<file path="src/rtl/lane_deser_pkg.sv">
// lane_deser_pkg: shared FSM state enum and default training word / lock count
package lane_deser_pkg;
  typedef enum logic [1:0] {SEARCH, CHECK, LOCKED} state_t;
  localparam logic [7:0] TRAIN_DEF = 8'hD3;
  localparam int LOCK_CNT_DEF = 4;
endpackage

</file>
<file path="src/rtl/lane_deserializer_if.sv">
// lane_deserializer_if: lane bus; master drives din/relock, slave returns dout/dout_valid/idx/locked/slip
interface lane_deserializer_if #(parameter int K = 3);
  logic din;
  logic relock;
  logic [2**K-1:0] dout;
  logic dout_valid;
  logic [K-1:0] idx;
  logic locked;
  logic slip;
  modport master (output din, relock, input dout, dout_valid, idx, locked, slip);
  modport slave (input din, relock, output dout, dout_valid, idx, locked, slip);
endinterface

</file>
<file path="src/rtl/lane_deser_capture.sv">
// lane_deser_capture: bit capture; in clk, rst (async low), din, slip_req; out idx, slip, done, word
module lane_deser_capture #(
  parameter int K = 3
) (
  input  logic            clk,
  input  logic            rst,
  input  logic            din,
  input  logic            slip_req,
  output logic [K-1:0]    idx,
  output logic            slip,
  output logic            done,
  output logic [2**K-1:0] word
);
  localparam int M = 2**K;
  logic [M-1:0] sh;
  assign done = &idx && !slip;
  always_comb begin
    word = sh;
    word[M-1] = din;
  end
  always_ff @(posedge clk or negedge rst)
    if (!rst) begin
      idx <= '0;
      sh <= '0;
      slip <= 1'b0;
    end else begin
      slip <= slip_req;
      if (!slip) begin
        sh[idx] <= din;
        idx <= idx + 1'b1;
      end
    end
endmodule

</file>
<file path="src/rtl/lane_deserializer.sv">
// lane_deserializer: serial-to-word deserializer with TRAIN-word alignment; ports clk, rst (async low), bus (slave)
module lane_deserializer import lane_deser_pkg::*; #(
  parameter int K = 3,
  parameter logic [2**K-1:0] TRAIN = TRAIN_DEF,
  parameter int LOCK_CNT = LOCK_CNT_DEF
) (
  input logic clk,
  input logic rst,
  lane_deserializer_if.slave bus
);
  localparam int M = 2**K;
  localparam int CW = $clog2(LOCK_CNT + 1);
  state_t state, state_n;
  logic [CW-1:0] match_cnt, match_cnt_n;
  logic slip_req, done, hit, deliver;
  logic [M-1:0] word;
  lane_deser_capture #(.K(K)) u_cap (
    .clk(clk),
    .rst(rst),
    .din(bus.din),
    .slip_req(slip_req),
    .idx(bus.idx),
    .slip(bus.slip),
    .done(done),
    .word(word)
  );
  assign hit = word == TRAIN;
  always_ff @(posedge clk or negedge rst)
    if (!rst) begin
      state <= SEARCH;
      match_cnt <= '0;
    end else begin
      state <= state_n;
      match_cnt <= match_cnt_n;
    end
  always_comb begin
    state_n = state;
    match_cnt_n = match_cnt;
    slip_req = 1'b0;
    if (bus.relock) begin
      state_n = SEARCH;
      match_cnt_n = '0;
    end else if (done)
      case (state)
        SEARCH:
          if (hit) begin
            state_n = LOCK_CNT == 1 ? LOCKED : CHECK;
            match_cnt_n = CW'(1);
          end else
            slip_req = 1'b1;
        CHECK:
          if (hit) begin
            match_cnt_n = match_cnt + 1'b1;
            state_n = match_cnt_n == CW'(LOCK_CNT) ? LOCKED : CHECK;
          end else begin
            state_n = SEARCH;
            match_cnt_n = '0;
            slip_req = 1'b1;
          end
        default: ;
      endcase
  end
  // A word completing together with relock is dropped, never delivered
  always_comb begin
    bus.locked = state == LOCKED;
    deliver = done && !bus.relock && state == LOCKED;
  end
  always_ff @(posedge clk or negedge rst)
    if (!rst) begin
      bus.dout <= '0;
      bus.dout_valid <= 1'b0;
    end else begin
      bus.dout_valid <= deliver;
      if (deliver) bus.dout <= word;
    end
endmodule

</file>
<file path="src/flat_wrapper.sv">
// flat-port wrapper written by rule: the top's interface ports become plain ports
module lane_deserializer_flat import lane_deser_pkg::*;
#(
  parameter int K = 3,
  parameter logic [2**K-1:0] TRAIN = TRAIN_DEF,
  parameter int LOCK_CNT = LOCK_CNT_DEF
)
  (clk, rst, bus_din, bus_relock, bus_dout, bus_dout_valid, bus_idx, bus_locked, bus_slip);
  lane_deserializer_if #(.K(K)) bus_i ();
  input logic clk;
  input logic rst;
  input wire logic [$bits(bus_i.din)-1:0] bus_din;
  input wire logic [$bits(bus_i.relock)-1:0] bus_relock;
  output wire logic [$bits(bus_i.dout)-1:0] bus_dout;
  output wire logic [$bits(bus_i.dout_valid)-1:0] bus_dout_valid;
  output wire logic [$bits(bus_i.idx)-1:0] bus_idx;
  output wire logic [$bits(bus_i.locked)-1:0] bus_locked;
  output wire logic [$bits(bus_i.slip)-1:0] bus_slip;
  assign bus_i.din = bus_din;
  assign bus_i.relock = bus_relock;
  assign bus_dout = bus_i.dout;
  assign bus_dout_valid = bus_i.dout_valid;
  assign bus_idx = bus_i.idx;
  assign bus_locked = bus_i.locked;
  assign bus_slip = bus_i.slip;
  lane_deserializer #(.K(K), .TRAIN(TRAIN), .LOCK_CNT(LOCK_CNT)) u_core (.clk(clk), .rst(rst), .bus(bus_i));
endmodule
</file>
<file path="config.mk">
export PLATFORM = sky130hd
export DESIGN_NAME = lane_deserializer_flat
export DESIGN_NICKNAME = d
export VERILOG_FILES = /design/src/rtl/lane_deser_pkg.sv /design/src/rtl/lane_deserializer_if.sv /design/src/rtl/lane_deser_capture.sv /design/src/rtl/lane_deserializer.sv /design/src/flat_wrapper.sv
export SDC_FILE = /design/constraint.sdc
export NUM_CORES = 1
export LEC_CHECK = 0
export CAP_MARGIN = 40
export CORE_MARGIN = 3
export CORE_UTILIZATION = 52
export DETAILED_ROUTE_END_ITERATION = 7
export HOLD_SLACK_MARGIN = 0.1
export PLACE_DENSITY = 0.85
export SLEW_MARGIN = 20
export SYNTH_ARGS = -nofsm -noshare
export SYNTH_HDL_FRONTEND = slang
export SYNTH_HIERARCHICAL = 1
export SYNTH_SLANG_ARGS = --single-unit
</file>
<file path="constraint.sdc">
create_clock -name clk -period 2.15 [get_ports clk]
set_input_delay 0.43 -clock clk [delete_from_list [all_inputs] [get_ports clk]]
set_output_delay 0.43 -clock clk [all_outputs]
set_load 0.03 [all_outputs]
</file>
# After elaboration in Yosys (flattened, before gate mapping)

Cells that the tools add are included.

Add/subtract/negate cells: 2
$mul: 0
Div/mod/pow operators: 0
$lt $le $gt $ge: 2
Eq/ne operators: 5
Shifts and indexed selects: 0
Multiplexer cells: 18
Bitwise gates (word level): 0
Reduce and logical (&&, ||, !) cells: 12

Operators with widths:

| kind                | count |
|---|---|
| $mux 3              | 4 |
| $mux 2              | 5 |
| $bwmux 8            | 1 |
| $eq 8x8->1 const B  | 1 |
| $add 3x1->3 const B | 2 |
| $pmux 3 s2          | 1 |
| $reduce_and 3->1    | 2 |
| $mux 1              | 5 |
| $logic_and 1x1->1   | 4 |
| $lt 3x4->1 const B  | 1 |
| $pmux 2 s2          | 1 |
| $demux 1 s3         | 1 |
| $eq 3x3->1 const B  | 1 |
| $ge 3x1->1 const B  | 1 |
| $ne 3x2->1 const B  | 1 |
| $reduce_bool 3->1   | 1 |
| $eq 2x1->1 const B  | 1 |
| $eq 2x2->1 const B  | 1 |
| $logic_not 1->1     | 2 |
| $logic_not 2->1     | 1 |
| $reduce_bool 2->1   | 1 |
| $reduce_or 2->1     | 1 |

Register bits after elaboration: 26
Latch bits: 0
RAM bits: 0
ROM bits: 0
Input port bits: 4
Output and inout bits: 14
Logic and storage cells: 46
Memories: 0

# Logic depth before layout (Yosys ltp)

Depth after elaboration: 7
Depth in mapped cells: 7
Gate-level depth less buffers: 7

# Modules after synthesis

The synthesis kept the hierarchy.

Modules (own cells, without submodules):

| module             | instances | cells an instance | area an instance (um^2) | sequential area each (um^2) |
|---|---|---|---|---|
| lane_deserializer  | 1         | 52                | 674.4                   | 350.3 |
| lane_deser_capture | 1         | 33                | 519.2                   | 275.3 |

# Worst setup path before layout

OpenSTA, ideal clock, no wires.

Kind: register to register
Start: register u_core.u_cap.idx[1]
End: register u_core.bus.dout[0]
Library setup time: 0.125 ns
Arrival: 1.838 ns
Required time: 2.025 ns
Path slack: 0.187 ns
Cell stages (with the launch flop): 7
Buffers on the path: 1
Clock period less this slack: 1.963 ns
Cells stage by stage: dfrtp_1 ha_1 ha_1 nor2b_1 and3b_1 buf_6 mux2_2

Cells in the longest elaborated chain, start to end: 4

Ends and longest elaborated chain:

| item                           | line                       | RTL |
|---|---|---|
| start: declaration             | lane_deser_capture.sv:9    | `output logic [K-1:0] idx,` |
| start signal: assignment       | lane_deser_capture.sv:30   | `idx <= idx + 1'b1;` |
| $reduce_and 3->1               | lane_deser_capture.sv:16   | `assign done = &idx && !slip;` |
| $logic_and 1x1->1              | lane_deser_capture.sv:16   |  |
| net u_core.done                | lane_deserializer.sv:15    | `logic slip_req, done, hit, deliver;` |
| $logic_and 1x1->1 (2 in a row) | lane_deserializer.sv:66    | `deliver = done && !bus.relock && state == LOCKED;` |
| net u_core.deliver             | lane_deserializer.sv:15    |  |
| end signal: assignment         | lane_deserializer.sv:74    | `if (deliver) bus.dout <= word;` |
| end: declaration               | lane_deserializer_if.sv:11 | `modport slave (input din, relock, output dout, dout_valid, idx, locked, slip);` |

The timed path passes the listed nets, and every way through them passes these cells.
A chain may end at the register's enable or synchronous reset.

# Worst setup path after layout

Start: register u_core.u_cap.idx[0]
End: register u_core.bus.dout[1]

Cells in the longest elaborated chain, start to end: 4

Ends and longest elaborated chain:

| item                           | line |
|---|---|
| $reduce_and 3->1               | lane_deser_capture.sv:16 |
| $logic_and 1x1->1              | lane_deser_capture.sv:16 |
| net u_core.done                | lane_deserializer.sv:15 |
| $logic_and 1x1->1 (2 in a row) | lane_deserializer.sv:66 |

The timed path passes the listed nets, and every way through them passes these cells.

==> reports/metrics.yaml <==
dp_hpwl_um: 1560
drt_drc_violations_left: 0
synthToLayoutAreaGrowth_pct: 21.5
final_layout_size_suffix_gt1_frac: 0.273
initial_utilization: 0.579
final_max_slew_viol_count: 0
synthesis.yosys.warnings: 6
core_area_mm2: 0.00206
grt.total_usage: 0.183
synth_seq_area_share: 0.524
critPathRequiredTime_ns: 2.36
clk_skew_ns: 0.00148
layout.core_utilization: 0.703
cts_buffer_depth: 2
critical_path_class: "reg -> reg"
final-hold-violation-count: 0
final.setup.worst_slack_ns: 0.168
num_io_pins: 18
power-per-cell-area_mw_per_mm2: 1000
grt_setup_unrepaired: "false"
drt-total-wl_um: 2150
place.port_buffers: 17
cts_tree: "built"
die_w_um: 53.9
start_kind: "flip-flop"
cts.sinks: 25
syn_avg_cell_area_um2: 14.0
timing.max_slew.rel_slack: 0.693
floorplan.rows: 16
drtAntennaViolNets: 0
regToRegStartpoint: "u_core/u_cap/idx[0]"
fin_tns_setup_ns: 0
peakVddDrop_v: 0.000902
drt_iter0_drc: 7
grt_pass1_wl_um: 3810
final.min_clock_period_ns: 1.98
mappedNetlistArea_mm2: 0.00119
status: "finished, final reports clean"
syn-instance-count: 85
synth.distinct_cells: 27
synthesized_nets: 93
crit_top_cell: "ha_1"
insertedDiodeCount: 0
worstSetupEndpointType: "flip-flop"
fp.dieArea_mm2: 0.00291
startpoint: "u_core/u_cap/idx[0]"
antenna_violations_before_repair: 0
preCtsSetupSlack_ns: 0.176
worst-path-max-fanout: 9
cts_clk_pin_slew_worst_paths_ns: 0.12
routed_via_density: 5.64
grt_start_max_net_pins: 26
vias: 773
cts.repair_timing.setup_buffer_count: 0
synth.ff_latch_count: 25
fillers: 144
clockRootBuffer: "clkbuf_4"
finalWeightedCongestion: 0.750
drt-pass1-iter-count: 5
finalNetCount: 119
p_leak_nw: 0.669
hold_path_class: "in -> async"
cts-htree-levels: 1
slowest_stage: "and3b_1"
timing.hold.ws_ns: 0.466
critical-path-max-stage-delay_ns: 0.51
final.period_utilization: 0.922
drv_cap: 0
tightestPinTransition_ns: 0.461
highest_achievable_clock_rate_mhz: 505
cts_buffers: 3
grt_remaining_overflow: 0
worstPathArrival_ns: 2.19
routedWlPerCell_um: 15.7
critical_path.cell_chain: "ha_1, ha_1, nor2b_1, and3b_1, mux2_2"
clk_latency_ns: 0.31
setup_violations: 0
first_global_vias: 837
die_height_um: 53.9
-- cell usage after synthesis (all sizes together) --
cell type | number | area, um2
a41oi | 1 | 8.76
nor2b | 2 | 12.5
nor3 | 1 | 5.00
and4bb | 3 | 37.5
nand2b | 1 | 6.26
xnor2 | 1 | 8.76
and3b | 1 | 8.76
inv | 1 | 3.75
a22oi | 2 | 15.0
buf | 3 | 30.0
nand2 | 3 | 11.3
nand4b | 1 | 23.8
dfrtp | 25 | 626
nor2 | 6 | 22.5
nand3b | 1 | 7.51
nor4b | 3 | 32.5
mux2 | 19 | 221
nor4 | 2 | 27.5
nor4bb | 1 | 10.0
ha | 4 | 50.1
a21oi | 3 | 15.0
and4b | 1 | 10.0
-- cell families after synthesis --
kind of cell | Yosys count | synth area share
flip-flops | 25 | 0.524
buffers and inverters | 4 | 0.0283
adder cells (fa/ha/maj) | 4 | 0.0419
AND/OR/NAND/NOR | 26 | 0.180
XOR/XNOR | 1 | 0.00734
AO/OA/AOI/OAI | 6 | 0.0325
multiplexers | 19 | 0.186
-- state kept, by name, summed over array words and instances, names as in the netlist --
register	count
u_core/bus.dout	8
u_core/u_cap/sh	7
u_core/match_cnt	3
u_core/u_cap/idx	3
u_core/state	2
u_core/bus.dout_valid	1
u_core/u_cap/slip	1
-- repair_timing --
action / in CTS / in global routing
gates resized for setup: 0 / 2
endpoints found under the setup margin: 0 / 2
hold buffers: 0 / 0
-- placed cells by master, fill, tap and decap left out, types with 2 or more instances in the layout --
master            n
and4bb_1          3
buf_4             7
dfrtp_1          24
nor2b_1           2
a22oi_1           2
nand2_1           3
ha_1              4
nor4b_1           2
clkbuf_4          3
mux2_1            3
mux2_2           14
nor2_1            6
a21oi_1           3
mux2_4            2
clkdlybuf4s50_1  16
-- layer usage --
metal / routed length, um / track usage / vias to the layer above
met2: 1080 / 0.315 / 17
met4: 12 / 0.0511 / 0
met1: 981 / 0.238 / 389
met5: 0 / 0 / -
li1: - / - / 365
met3: 77 / 0.0277 / 2
-- final cells by class --
class	instances	area [um2]	share of cell area
clock buffers	4	26.3	0.0181
inverters	1	3.75	0.00259
multi-input cells	56	534	0.368
flip-flops and latches	25	627	0.432
well taps	27	33.8	0.0233
repair buffers	24	225	0.155
-- metrics by stage --
stage	std cells	cell area [um2]	total power, mW
floorplan	85	1190	1.06
detailed placement	133	1420	1.26
global placement	133	1420	1.24
CTS	137	1450	1.47
finish	137	1450	1.45
global route	137	1450	1.57
-- path summary, 6_finish.rpt --
| check | cells past startpoint | endpoint | slack, ns |
|---|---|---|---|
| setup reg to reg | 5 | u_core/bus.dout[1] | 0.17 |
| hold / removal | 2 | u_core/bus.dout[6] | 0.47 |
| setup / recovery | 5 | u_core/bus.dout[1] | 0.17 |
| max in group asynchronous | 2 | u_core/u_cap/slip | 1.43 |
| min in group clk | 1 | u_core/bus.dout[5] | 0.52 |
| hold reg to reg | 1 | u_core/bus.dout[5] | 0.52 |
-- worst max-delay path: cells and delay by family (launching register included) --
kind,cells,cell delay [ns]
mux,1,0.39
flops,1,0.37
simple gates,2,0.83
fa+ha+maj,2,0.28
-- power breakdown --
part	leakage, nW	total (mW)	internal (mW)	switching, mW
sequential	0.326	0.677	0.575	0.102
clock	0.0150	0.201	0.0724	0.129
combinational	0.328	0.577	0.305	0.273
total	0.669	1.45	0.952	0.503
No activity file was read; power rests on OpenSTA's default activity.
